### config.mk
export PLATFORM = sky130hd
export DESIGN_NAME = collision_ci_engine
export DESIGN_NICKNAME = d
export VERILOG_FILES = /design/src/rtl/collision_ci_pkg.sv /design/src/rtl/prefix_match.sv /design/src/rtl/collision_ci_engine.sv
export SDC_FILE = /design/constraint.sdc
export NUM_CORES = 1
export LEC_CHECK = 0
export ABC_CLOCK_PERIOD_IN_PS = 32700
export CAP_MARGIN = 20
export CORE_AREA = 2 2 315 317
export CTS_CLUSTER_SIZE = 8
export DETAILED_ROUTE_END_ITERATION = 8
export DIE_AREA = 0 0 317 319
export HOLD_SLACK_MARGIN = 0.1
export PLACE_DENSITY = 0.78
export SLEW_MARGIN = 20
export SYNTH_ARGS = -nofsm -noshare
export SYNTH_HDL_FRONTEND = slang
export SYNTH_SLANG_ARGS = --single-unit
### constraint.sdc
create_clock -name clk -period 32.7 [get_ports clk]
set_input_delay 3.27 -clock clk [delete_from_list [all_inputs] [get_ports clk]]
set_output_delay 3.27 -clock clk [all_outputs]
set_load 0.02 [all_outputs]
### src/rtl/collision_ci_pkg.sv
// Shared definitions for the partial-collision custom-instruction engine:
// opcodes, controller state encoding, the failure result value and STATUS
// word bit positions. STATUS positions are offsets from the result MSB so
// they hold for any WORD_SIZE.
package collision_ci_pkg;

  localparam int unsigned OP_LOAD   = 0;
  localparam int unsigned OP_SEARCH = 1;
  localparam int unsigned OP_STATUS = 2;
  localparam int unsigned OP_CLEAR  = 3;

  typedef enum logic [2:0] {
    S_IDLE,
    S_REF_ISSUE,
    S_REF_WAIT,
    S_TRY_ISSUE,
    S_TRY_WAIT,
    S_CHECK,
    S_DONE
  } state_e;

  // Truncated to WORD_SIZE at the point of use.
  localparam logic [63:0] RESULT_FAIL = '1;

  // STATUS = {found, err, busy, zero pad, ptr}
  localparam int unsigned ST_FOUND_OFS = 0;
  localparam int unsigned ST_ERR_OFS   = 1;
  localparam int unsigned ST_BUSY_OFS  = 2;

endpackage

### src/rtl/prefix_match.sv
// Combinational comparator: match_o=1 when the leading (MSB-side) k_i bits
// of a_i and b_i are equal. k_i=0 always matches; k_i>=DIGEST_BITS compares
// the full vectors.
// Ports:
//   a_i, b_i  DIGEST_BITS  vectors to compare
//   k_i       K_W          number of leading bits
//   match_o   1            prefix equal
module prefix_match #(
  parameter int unsigned DIGEST_BITS = 160,
  parameter int unsigned K_W         = $clog2(DIGEST_BITS + 1)
) (
  input  logic [DIGEST_BITS-1:0] a_i,
  input  logic [DIGEST_BITS-1:0] b_i,
  input  logic [K_W-1:0]         k_i,
  output logic                   match_o
);

  logic [DIGEST_BITS-1:0] mask;

  // Shifting ones right by k leaves the low bits set; inverting keeps the
  // top k bits. A shift of k>=DIGEST_BITS yields zero, i.e. a full mask.
  assign mask    = ~({DIGEST_BITS{1'b1}} >> k_i);
  assign match_o = ~|((a_i ^ b_i) & mask);

endmodule

### src/rtl/collision_ci_engine.sv
// Nios II custom-instruction controller for a partial-collision search.
// LOAD fills the message block two words per call; SEARCH hashes the block
// once for a reference digest (cached until the block changes), then hashes
// candidate nonces in the nonce word until the leading k digest bits match
// the reference or the try limit is hit. STATUS and CLEAR are single-cycle.
// Ports:
//   clk, reset(sync, active low), clk_en (gates all updates)
//   start, dataa, datab, n   instruction issue
//   done, result             one-cycle completion, result held until next done
//   hash_start, hash_block   request to the external hash core
//   hash_done, hash_digest   digest return
module collision_ci_engine
  import collision_ci_pkg::*;
#(
  parameter int unsigned WORD_SIZE   = 32,
  parameter int unsigned TOTAL_WORDS = 16,
  parameter int unsigned DIGEST_BITS = 160,
  parameter int unsigned N_WIDTH     = 2,
  parameter int unsigned NONCE_WORD  = 0,
  parameter int unsigned MAX_TRIES   = 32'hFFFF_FFFF
) (
  input  logic                             clk,
  input  logic                             reset,
  input  logic                             clk_en,
  input  logic                             start,
  input  logic [WORD_SIZE-1:0]             dataa,
  input  logic [WORD_SIZE-1:0]             datab,
  input  logic [N_WIDTH-1:0]               n,
  output logic                             done,
  output logic [WORD_SIZE-1:0]             result,
  output logic                             hash_start,
  output logic [WORD_SIZE*TOTAL_WORDS-1:0] hash_block,
  input  logic                             hash_done,
  input  logic [DIGEST_BITS-1:0]           hash_digest
);

  localparam int unsigned PTR_W = $clog2(TOTAL_WORDS);
  localparam int unsigned K_W   = $clog2(DIGEST_BITS + 1);
  localparam logic [WORD_SIZE-1:0] FAIL_W = RESULT_FAIL[WORD_SIZE-1:0];
  localparam logic [WORD_SIZE-1:0] MAX_T  = WORD_SIZE'(MAX_TRIES);

  state_e                 state_q, state_d;
  logic [PTR_W-1:0]       ptr_q, ptr_d;
  logic                   bv_q, bv_d;      // block fully loaded
  logic                   rv_q, rv_d;      // reference digest cached
  logic                   found_q, found_d;
  logic                   err_q, err_d;
  logic                   done_q, done_d;
  logic [WORD_SIZE-1:0]   result_q, result_d;
  logic [WORD_SIZE-1:0]   nonce_q, nonce_d;
  logic [WORD_SIZE-1:0]   tries_q, tries_d;
  logic [K_W-1:0]         k_q, k_d;
  logic [DIGEST_BITS-1:0] ref_q, ref_d;
  logic [DIGEST_BITS-1:0] cand_q, cand_d;
  logic                   load_we;

  logic [WORD_SIZE-1:0]   words_q [TOTAL_WORDS];
  logic [WORD_SIZE-1:0]   skip_w, nonce_inc, nonce_next, tries_inc, status_w;
  logic                   try_phase, match;

  // Candidates equal to the loaded nonce word would reproduce the reference
  // block itself, so they are skipped.
  assign skip_w     = words_q[NONCE_WORD];
  assign nonce_inc  = nonce_q + WORD_SIZE'(1);
  assign nonce_next = (nonce_inc == skip_w) ? nonce_q + WORD_SIZE'(2) : nonce_inc;
  assign tries_inc  = tries_q + WORD_SIZE'(1);

  // Candidate nonce substitutes the nonce word only while a try is in
  // flight; REF hashes see the block exactly as loaded. Both sources are
  // registers held constant across each wait state.
  assign try_phase = (state_q == S_TRY_ISSUE) || (state_q == S_TRY_WAIT);

  for (genvar i = 0; i < TOTAL_WORDS; i++) begin : g_blk
    if (i == NONCE_WORD) begin : g_nonce
      assign hash_block[WORD_SIZE*(TOTAL_WORDS-i)-1 -: WORD_SIZE] =
        try_phase ? nonce_q : words_q[i];
    end else begin : g_word
      assign hash_block[WORD_SIZE*(TOTAL_WORDS-i)-1 -: WORD_SIZE] = words_q[i];
    end
  end

  assign hash_start = clk_en && ((state_q == S_REF_ISSUE) || (state_q == S_TRY_ISSUE));
  assign done       = done_q;
  assign result     = result_q;

  prefix_match #(.DIGEST_BITS(DIGEST_BITS), .K_W(K_W)) u_match (
    .a_i    (cand_q),
    .b_i    (ref_q),
    .k_i    (k_q),
    .match_o(match)
  );

  always_comb begin
    state_d  = state_q;
    ptr_d    = ptr_q;
    bv_d     = bv_q;
    rv_d     = rv_q;
    found_d  = found_q;
    err_d    = err_q;
    done_d   = 1'b0;
    result_d = result_q;
    nonce_d  = nonce_q;
    tries_d  = tries_q;
    k_d      = k_q;
    ref_d    = ref_q;
    cand_d   = cand_q;
    load_we  = 1'b0;

    status_w = '0;
    status_w[PTR_W-1:0]                  = ptr_q;
    status_w[WORD_SIZE-1-ST_FOUND_OFS]   = found_q;
    status_w[WORD_SIZE-1-ST_ERR_OFS]     = err_q;
    status_w[WORD_SIZE-1-ST_BUSY_OFS]    = 1'b0;

    unique case (state_q)
      S_IDLE: if (start) begin
        if (n == N_WIDTH'(OP_LOAD)) begin
          load_we  = 1'b1;
          done_d   = 1'b1;
          result_d = '0;
          rv_d     = 1'b0;
          found_d  = 1'b0;
          err_d    = 1'b0;
          if (ptr_q == PTR_W'(TOTAL_WORDS - 2)) begin
            ptr_d = '0;
            bv_d  = 1'b1;
          end else begin
            ptr_d = ptr_q + PTR_W'(2);
          end
        end else if (n == N_WIDTH'(OP_SEARCH)) begin
          found_d = 1'b0;
          err_d   = 1'b0;
          k_d     = (dataa > WORD_SIZE'(DIGEST_BITS)) ? K_W'(DIGEST_BITS) : K_W'(dataa);
          if (!bv_q) begin
            done_d   = 1'b1;
            result_d = FAIL_W;
            err_d    = 1'b1;
          end else begin
            nonce_d = (skip_w == '0) ? WORD_SIZE'(1) : '0;
            // Counts the try about to be issued; the limit fires when it
            // reaches MAX_TRIES, so MAX_TRIES-1 candidates get hashed.
            tries_d = WORD_SIZE'(1);
            state_d = rv_q ? S_TRY_ISSUE : S_REF_ISSUE;
          end
        end else if (n == N_WIDTH'(OP_STATUS)) begin
          done_d   = 1'b1;
          result_d = status_w;
        end else if (n == N_WIDTH'(OP_CLEAR)) begin
          done_d   = 1'b1;
          result_d = '0;
          ptr_d    = '0;
          bv_d     = 1'b0;
          rv_d     = 1'b0;
          found_d  = 1'b0;
          err_d    = 1'b0;
        end else begin
          // Opcodes beyond the defined set complete with the failure value.
          done_d   = 1'b1;
          result_d = FAIL_W;
        end
      end
      S_REF_ISSUE: state_d = S_REF_WAIT;
      S_REF_WAIT: if (hash_done) begin
        ref_d   = hash_digest;
        rv_d    = 1'b1;
        state_d = S_TRY_ISSUE;
      end
      S_TRY_ISSUE: state_d = S_TRY_WAIT;
      S_TRY_WAIT: if (hash_done) begin
        cand_d  = hash_digest;
        state_d = S_CHECK;
      end
      S_CHECK: begin
        if (match) begin
          found_d = 1'b1;
          state_d = S_DONE;
        end else if (tries_inc >= MAX_T) begin
          err_d   = 1'b1;
          found_d = 1'b0;
          state_d = S_DONE;
        end else begin
          nonce_d = nonce_next;
          tries_d = tries_inc;
          state_d = S_TRY_ISSUE;
        end
      end
      S_DONE: begin
        done_d   = 1'b1;
        result_d = err_q ? FAIL_W : nonce_q;
        state_d  = S_IDLE;
      end
      default: state_d = S_IDLE;
    endcase
  end

  always_ff @(posedge clk) begin
    if (clk_en) begin
      if (!reset) begin
        state_q  <= S_IDLE;
        ptr_q    <= '0;
        bv_q     <= 1'b0;
        rv_q     <= 1'b0;
        found_q  <= 1'b0;
        err_q    <= 1'b0;
        done_q   <= 1'b0;
        result_q <= '0;
      end else begin
        state_q  <= state_d;
        ptr_q    <= ptr_d;
        bv_q     <= bv_d;
        rv_q     <= rv_d;
        found_q  <= found_d;
        err_q    <= err_d;
        done_q   <= done_d;
        result_q <= result_d;
        nonce_q  <= nonce_d;
        tries_q  <= tries_d;
        k_q      <= k_d;
        ref_q    <= ref_d;
        cand_q   <= cand_d;
      end
    end
  end

  // Block storage has no reset; block_valid guards its use.
  always_ff @(posedge clk) begin
    if (clk_en && reset && load_we) begin
      words_q[ptr_q]               <= dataa;
      words_q[ptr_q + PTR_W'(1)]   <= datab;
    end
  end

endmodule
==> reports/results.tsv, run 1 <==
metric	value	unit
status	finished clean	
timing.final.ws_setup	24690	ps
numCtsBuffers	137	
reg2reg_depth	11	
ys_top_cells_by_count	948 x edfxtp_1, 504 x mux2_2, 226 x nand2_1	
hold_viol	0	
slew_violations	0	
grt_pass1_wl	225000	um
post-cts-setup-buffers	0	
rr_startpoint	k_q[2]	
ys_types	96	
critPathLaunch	clk_en	
synth-main-ff-cell	edfxtp_1	
tns	0	ps
start_util	44.6	%
tightest_slew	1210	ps
leakage	18.8	nW
fmax	125	MHz
core	97700	sq um
yosysMostFrequentCell	edfxtp_1	
synth_fp_nets	3273	
avgSynthCellArea	14.3	sq um
fin_crit_sh	24.5	%
cts_sinks	948	
num_rows	115	
finalCriticalPeriod	8010	ps
setup_viol	0	
cp-end-kind	primary output	
die-area	101000	sq um
die_h	319	um
antenna_found_initial	14	
ios	777	
cts_buffer_depth	3	
ys_top_cells_by_area	edfxtp_1 65%, mux2_2 13%, xor2_1 2.5%	
slew_headroom	19.2	%
maxCapViolations	0	
r2r_slack	27190	ps
firstDrtPassIters	6	
cts.htree.levels	4	
required	29430	ps
endpoint	hash_start	
hold_class	reg2reg	
cp_max_fo	9	
dp_slack	24680	ps
first_global_vias	30305	
wirelength	164000	um
finalClockSkew	32.9	ps
drtIter0Drc	4016	
critical_path_class	in2out	
cts-resized-gates	0	
vias	30967	
portBuffers	776	
path_clk_slew	50	ps
area_delta_synth_final	30.1	%
antenna_left	0	
stdcell_count	5129	
grt_max_degree	160	
floorplan.die.width	317	um
drcViolationCount	0	
grtUsageTotal	31.7	%
syn_inst	3037	
synth_edf_count	948	
cts_tree	done	
dp_cells	4964	
start_kind	primary input	
wire_per_inst	32.0	um
regToRegEndpoint	nonce_q[28]	
fillers	7645	
seqCellArea	28500	sq um
nets	4054	
ctsHoldBuffers	0	
synth-warning-count	0	
insertion_delay	760	ps
p_per_area	49.3	nW/um^2
drive_gt1_share	21.4	%
multi_input_area	14300	sq um
rsz0062_at_grt	no	
yosys.area.top_type_share	65.4	%
yosys_register_bits	948	
gp_congestion	0.993	
post-dp-hpwl	114000	um
synth-seq-area-share	65.4	%
via_per_inst	6.04	
async_reset_ff_share	0	%
synth_area	43500	sq um
clockRootBuffer	clkbuf_16	
overflow	0	
yosysTopAreaCell	edfxtp_1	
crit_arrival	4740	ps
max-vdd-ir-drop	0.0506	mV
[how the worst min path moves through the flow]
stage	startpoint	endpoint	slack (ps)	cells after the start
final	tries_q[19]	tries_q[19]	650	2
after CTS	tries_q[19]	tries_q[19]	660	2
after detailed placement	tries_q[19]	tries_q[19]	640	2
after floorplan	found_q	result[31]	540	2
after global routing	tries_q[0]	tries_q[0]	680	1
after global placement	tries_q[0]	tries_q[0]	610	1
[area by class of cell]
class                   instances  area share (%)
diodes                          6          0.0265
clock buffers                 139            6.06
clock inverters                18           0.534
inverters                      25           0.166
multi-input cells            1848            25.2
flip-flops and latches        948            50.2
well taps                    1287            2.84
repair buffers                858            15.0
[critical path: stages]
cell and delay [ps]:
clkdlybuf4s50_1 660, nand2_1 90, nor2_1 100, clkdlybuf4s50_1 610
[where the power goes]
group	internal (W)	total [W]	switching [W]
sequential	0.00135	0.00136	0.00000713
clock	0.000748	0.00127	0.000526
combinational	0.0000712	0.000165	0.0000935
total	0.00217	0.00280	0.000627
[metrics by stage]
stage | utilization, % | hold slack, ps | power (W) | cell area [sq um]
global route | 58.0 | 679 | 0.00286 | 56600
floorplan | - | 545 | 0.00145 | 43500
global placement | 54.0 | 615 | 0.00154 | 52800
finish | 58.0 | 653 | 0.00280 | 56700
detailed placement | 54.1 | 643 | 0.00154 | 52900
CTS | 57.9 | 656 | 0.00280 | 56600
[layout by cell type, fill, tap and decap left out, types with 9 or more instances in the layout]
cell / instances
nand2b_1: 20
a21oi_1: 87
nand3_1: 44
clkdlybuf4s50_1: 774
nor2_4: 13
and3_1: 16
nor3_1: 33
nor3_2: 11
o22ai_1: 10
clkbuf_16: 137
and4_1: 13
or4_1: 19
xnor2_1: 101
and2_1: 20
a211oi_1: 9
edfxtp_1: 948
or3_1: 22
buf_4: 74
nand4_1: 46
nor4_1: 30
o21ai_0: 91
xor2_1: 126
nor2_1: 158
mux2_2: 504
mux2i_1: 18
a31oi_1: 15
o31ai_1: 14
inv_1: 23
o2111ai_1: 9
nand2_1: 223
[cells by family (layout without fill, tap and decap cells)]
family                   after synthesis  count (layout)  share of synthesized area, %
adder cells (fa/ha/maj)               10              10                         0.259
XOR/XNOR                             227             227                          4.57
AND/OR/NAND/NOR                      743             743                          8.84
other                                  0               6                             0
AO/OA/AOI/OAI                        346             346                          5.18
multiplexers                         522             522                          13.5
flip-flops                           948             948                          65.4
buffers and inverters                241            1040                          2.30
[flip-flops by register name, summed over array words and instances, names as in the netlist, 3 cells and up]
register,cells
nonce_q,32
cand_q,160
tries_q,32
result,32
ptr_q,4
ref_q,160
state_q,3
k_q,8
words_q,512
[per-layer routing]
layer,GRT usage [%],share of wire (%),vias up
met5,0,0.031,-
met4,14.1,4.8,8
met2,52.3,48,1994
li1,-,-,13039
met1,38.3,36,15520
met3,9.21,11,406
Power figures use the tool's default switching activity.
==> inputs of run 2 (changes only) <==
--- a/config.mk
+++ b/config.mk
@@ -5,14 +5,14 @@
 export SDC_FILE = /design/constraint.sdc
 export NUM_CORES = 1
 export LEC_CHECK = 0
-export ABC_CLOCK_PERIOD_IN_PS = 32700
+export ABC_CLOCK_PERIOD_IN_PS = 7300
 export CAP_MARGIN = 20
 export CORE_AREA = 2 2 315 317
 export CTS_CLUSTER_SIZE = 8
 export DETAILED_ROUTE_END_ITERATION = 8
 export DIE_AREA = 0 0 317 319
 export HOLD_SLACK_MARGIN = 0.1
-export PLACE_DENSITY = 0.78
+export PLACE_DENSITY = 0.81
 export SLEW_MARGIN = 20
 export SYNTH_ARGS = -nofsm -noshare
 export SYNTH_HDL_FRONTEND = slang
==> constraint.sdc (replaced) <==
create_clock -name clk -period 7.3 [get_ports clk]
set_input_delay 0.73 -clock clk [delete_from_list [all_inputs] [get_ports clk]]
set_output_delay 0.73 -clock clk [all_outputs]
set_load 0.02 [all_outputs]
==> run 2 against run 1 <==
  * Die area unchanged
  * Core utilization decreased by 0.060 points
  * First-iteration DRC count decreased by 7.5%
  * Sequential cell count unchanged
  * Combinational power increased to 4.5 times the previous value
  * Global-route usage increased by 0.27 points
  * Critical endpoint is now nonce_q[8]
  * Largest power group unchanged
  * Highest routed layer is now met4
==> reports/results.tsv, run 2 (synthesized netlist as in run 1, its figures left out) <==
metric	value	unit
required	7680	ps
setup_viol	0	
finalCriticalPeriod	5020	ps
post-dp-hpwl	113000	um
clockRootBuffer	clkbuf_16	
nets	4057	
area_delta_synth_final	30.0	%
ios	777	
floorplan.die.width	317	um
cp_max_fo	63	
slew_violations	0	
start_util	44.6	%
path_clk_slew	60	ps
cp-end-kind	flop	
drcViolationCount	0	
fmax	199	MHz
firstDrtPassIters	7	
tightest_slew	1170	ps
grtUsageTotal	31.9	%
design_area	56600	sq um
first_global_vias	30582	
wirelength	165000	um
status	finished clean	
grt_pass1_wl	227000	um
place_area	52900	sq um
leakage	18.8	nW
portBuffers	776	
stdcell_count	5135	
crit_arrival	5390	ps
dp_slack	2240	ps
die-area	101000	sq um
fin_crit_sh	68.7	%
drive_gt1_share	21.6	%
hold_viol	0	
dp_cells	4968	
rsz0062_at_grt	no	
antenna_found_initial	7	
cts.htree.levels	4	
max-vdd-ir-drop	0.196	mV
numCtsBuffers	137	
overflow	0	
cts_sinks	948	
via_per_inst	6.05	
critical_path_class	reg2reg	
wire_per_inst	32.2	um
drtIter0Drc	3713	
largest_register_ff_count	512	
vias	31089	
regMostFlops	words_q	
slew_headroom	22.1	%
gp_congestion	1.02	
p_per_area	221	nW/um^2
hold_class	in2reg	
start_kind	flop	
die_h	319	um
layout_common_cells	948 x edfxtp_1, 771 x clkdlybuf4s50_1, 504 x mux2_2	
final_common_cell	edfxtp_1	
insertion_delay	770	ps
antenna_left	0	
num_rows	115	
timing.final.ws_setup	2280	ps
ctsHoldBuffers	0	
post-cts-setup-buffers	0	
grt_max_degree	161	
cts-resized-gates	0	
core	97700	sq um
cts_tree	done	
maxCapViolations	0	
finalClockSkew	34.1	ps
reg_top3	words_q: 512 flops, cand_q: 160 flops, ref_q: 160 flops	
tns	0	ps
cts_buffer_depth	3	
[run 2: worst paths after layout]
check | cells after the start | slack (ps) | start | endpoint
max | 10 | 2280 | k_q[6] | nonce_q[8]
min | 1 | 560 | hash_digest[77] | cand_q[77]
min reg2reg | 1 | 630 | tries_q[0] | tries_q[0]
max reg2reg | 10 | 2280 | k_q[6] | nonce_q[8]
[run 2: layer usage]
metal  track usage, %  up-vias  wire, um
met4             14.3        0      7680
met3             9.81      409     19100
met2             53.6     2111     80900
li1                 -    13058         -
met5                0        -         0
met1             37.5    15511     57400
[run 2: cell type report]
class	count	area (sq um)
fillers	7539	41100
flip-flops and latches	948	28500
multi-input cells	1848	14300
repair buffers	861	8450
clock buffers	143	3470
well taps	1287	1610
clock inverters	16	214
inverters	25	93.8
diodes	7	17.5
[run 2: where the power goes]
part	switching (W)	internal [W]
Combinational	0.000422	0.000317
Sequential	0.0000316	0.00605
Clock	0.00235	0.00336
[run 2: critical path, stage by stage, from the launching register on]
cell and delay (ps):
edfxtp_1 670, nor2_1 660, nand2_1 240, o31a_1 350, a2111o_1 340, or4_1 490
nor4_1 550, nand3_1 530, nand2_1 270, a21oi_4 60, buf_4 390
[run 2: stage by stage]
stage | hold slack (ps) | util [%] | power (W)
5_1_grt | 551 | 57.9 | 0.0128
6_report | 564 | 57.9 | 0.0125
3_3_place_gp | 616 | 54.1 | 0.00688
3_5_place_dp | 622 | 54.1 | 0.00690
2_1_floorplan | 545 | - | 0.00649
4_1_cts | 516 | 57.9 | 0.0126
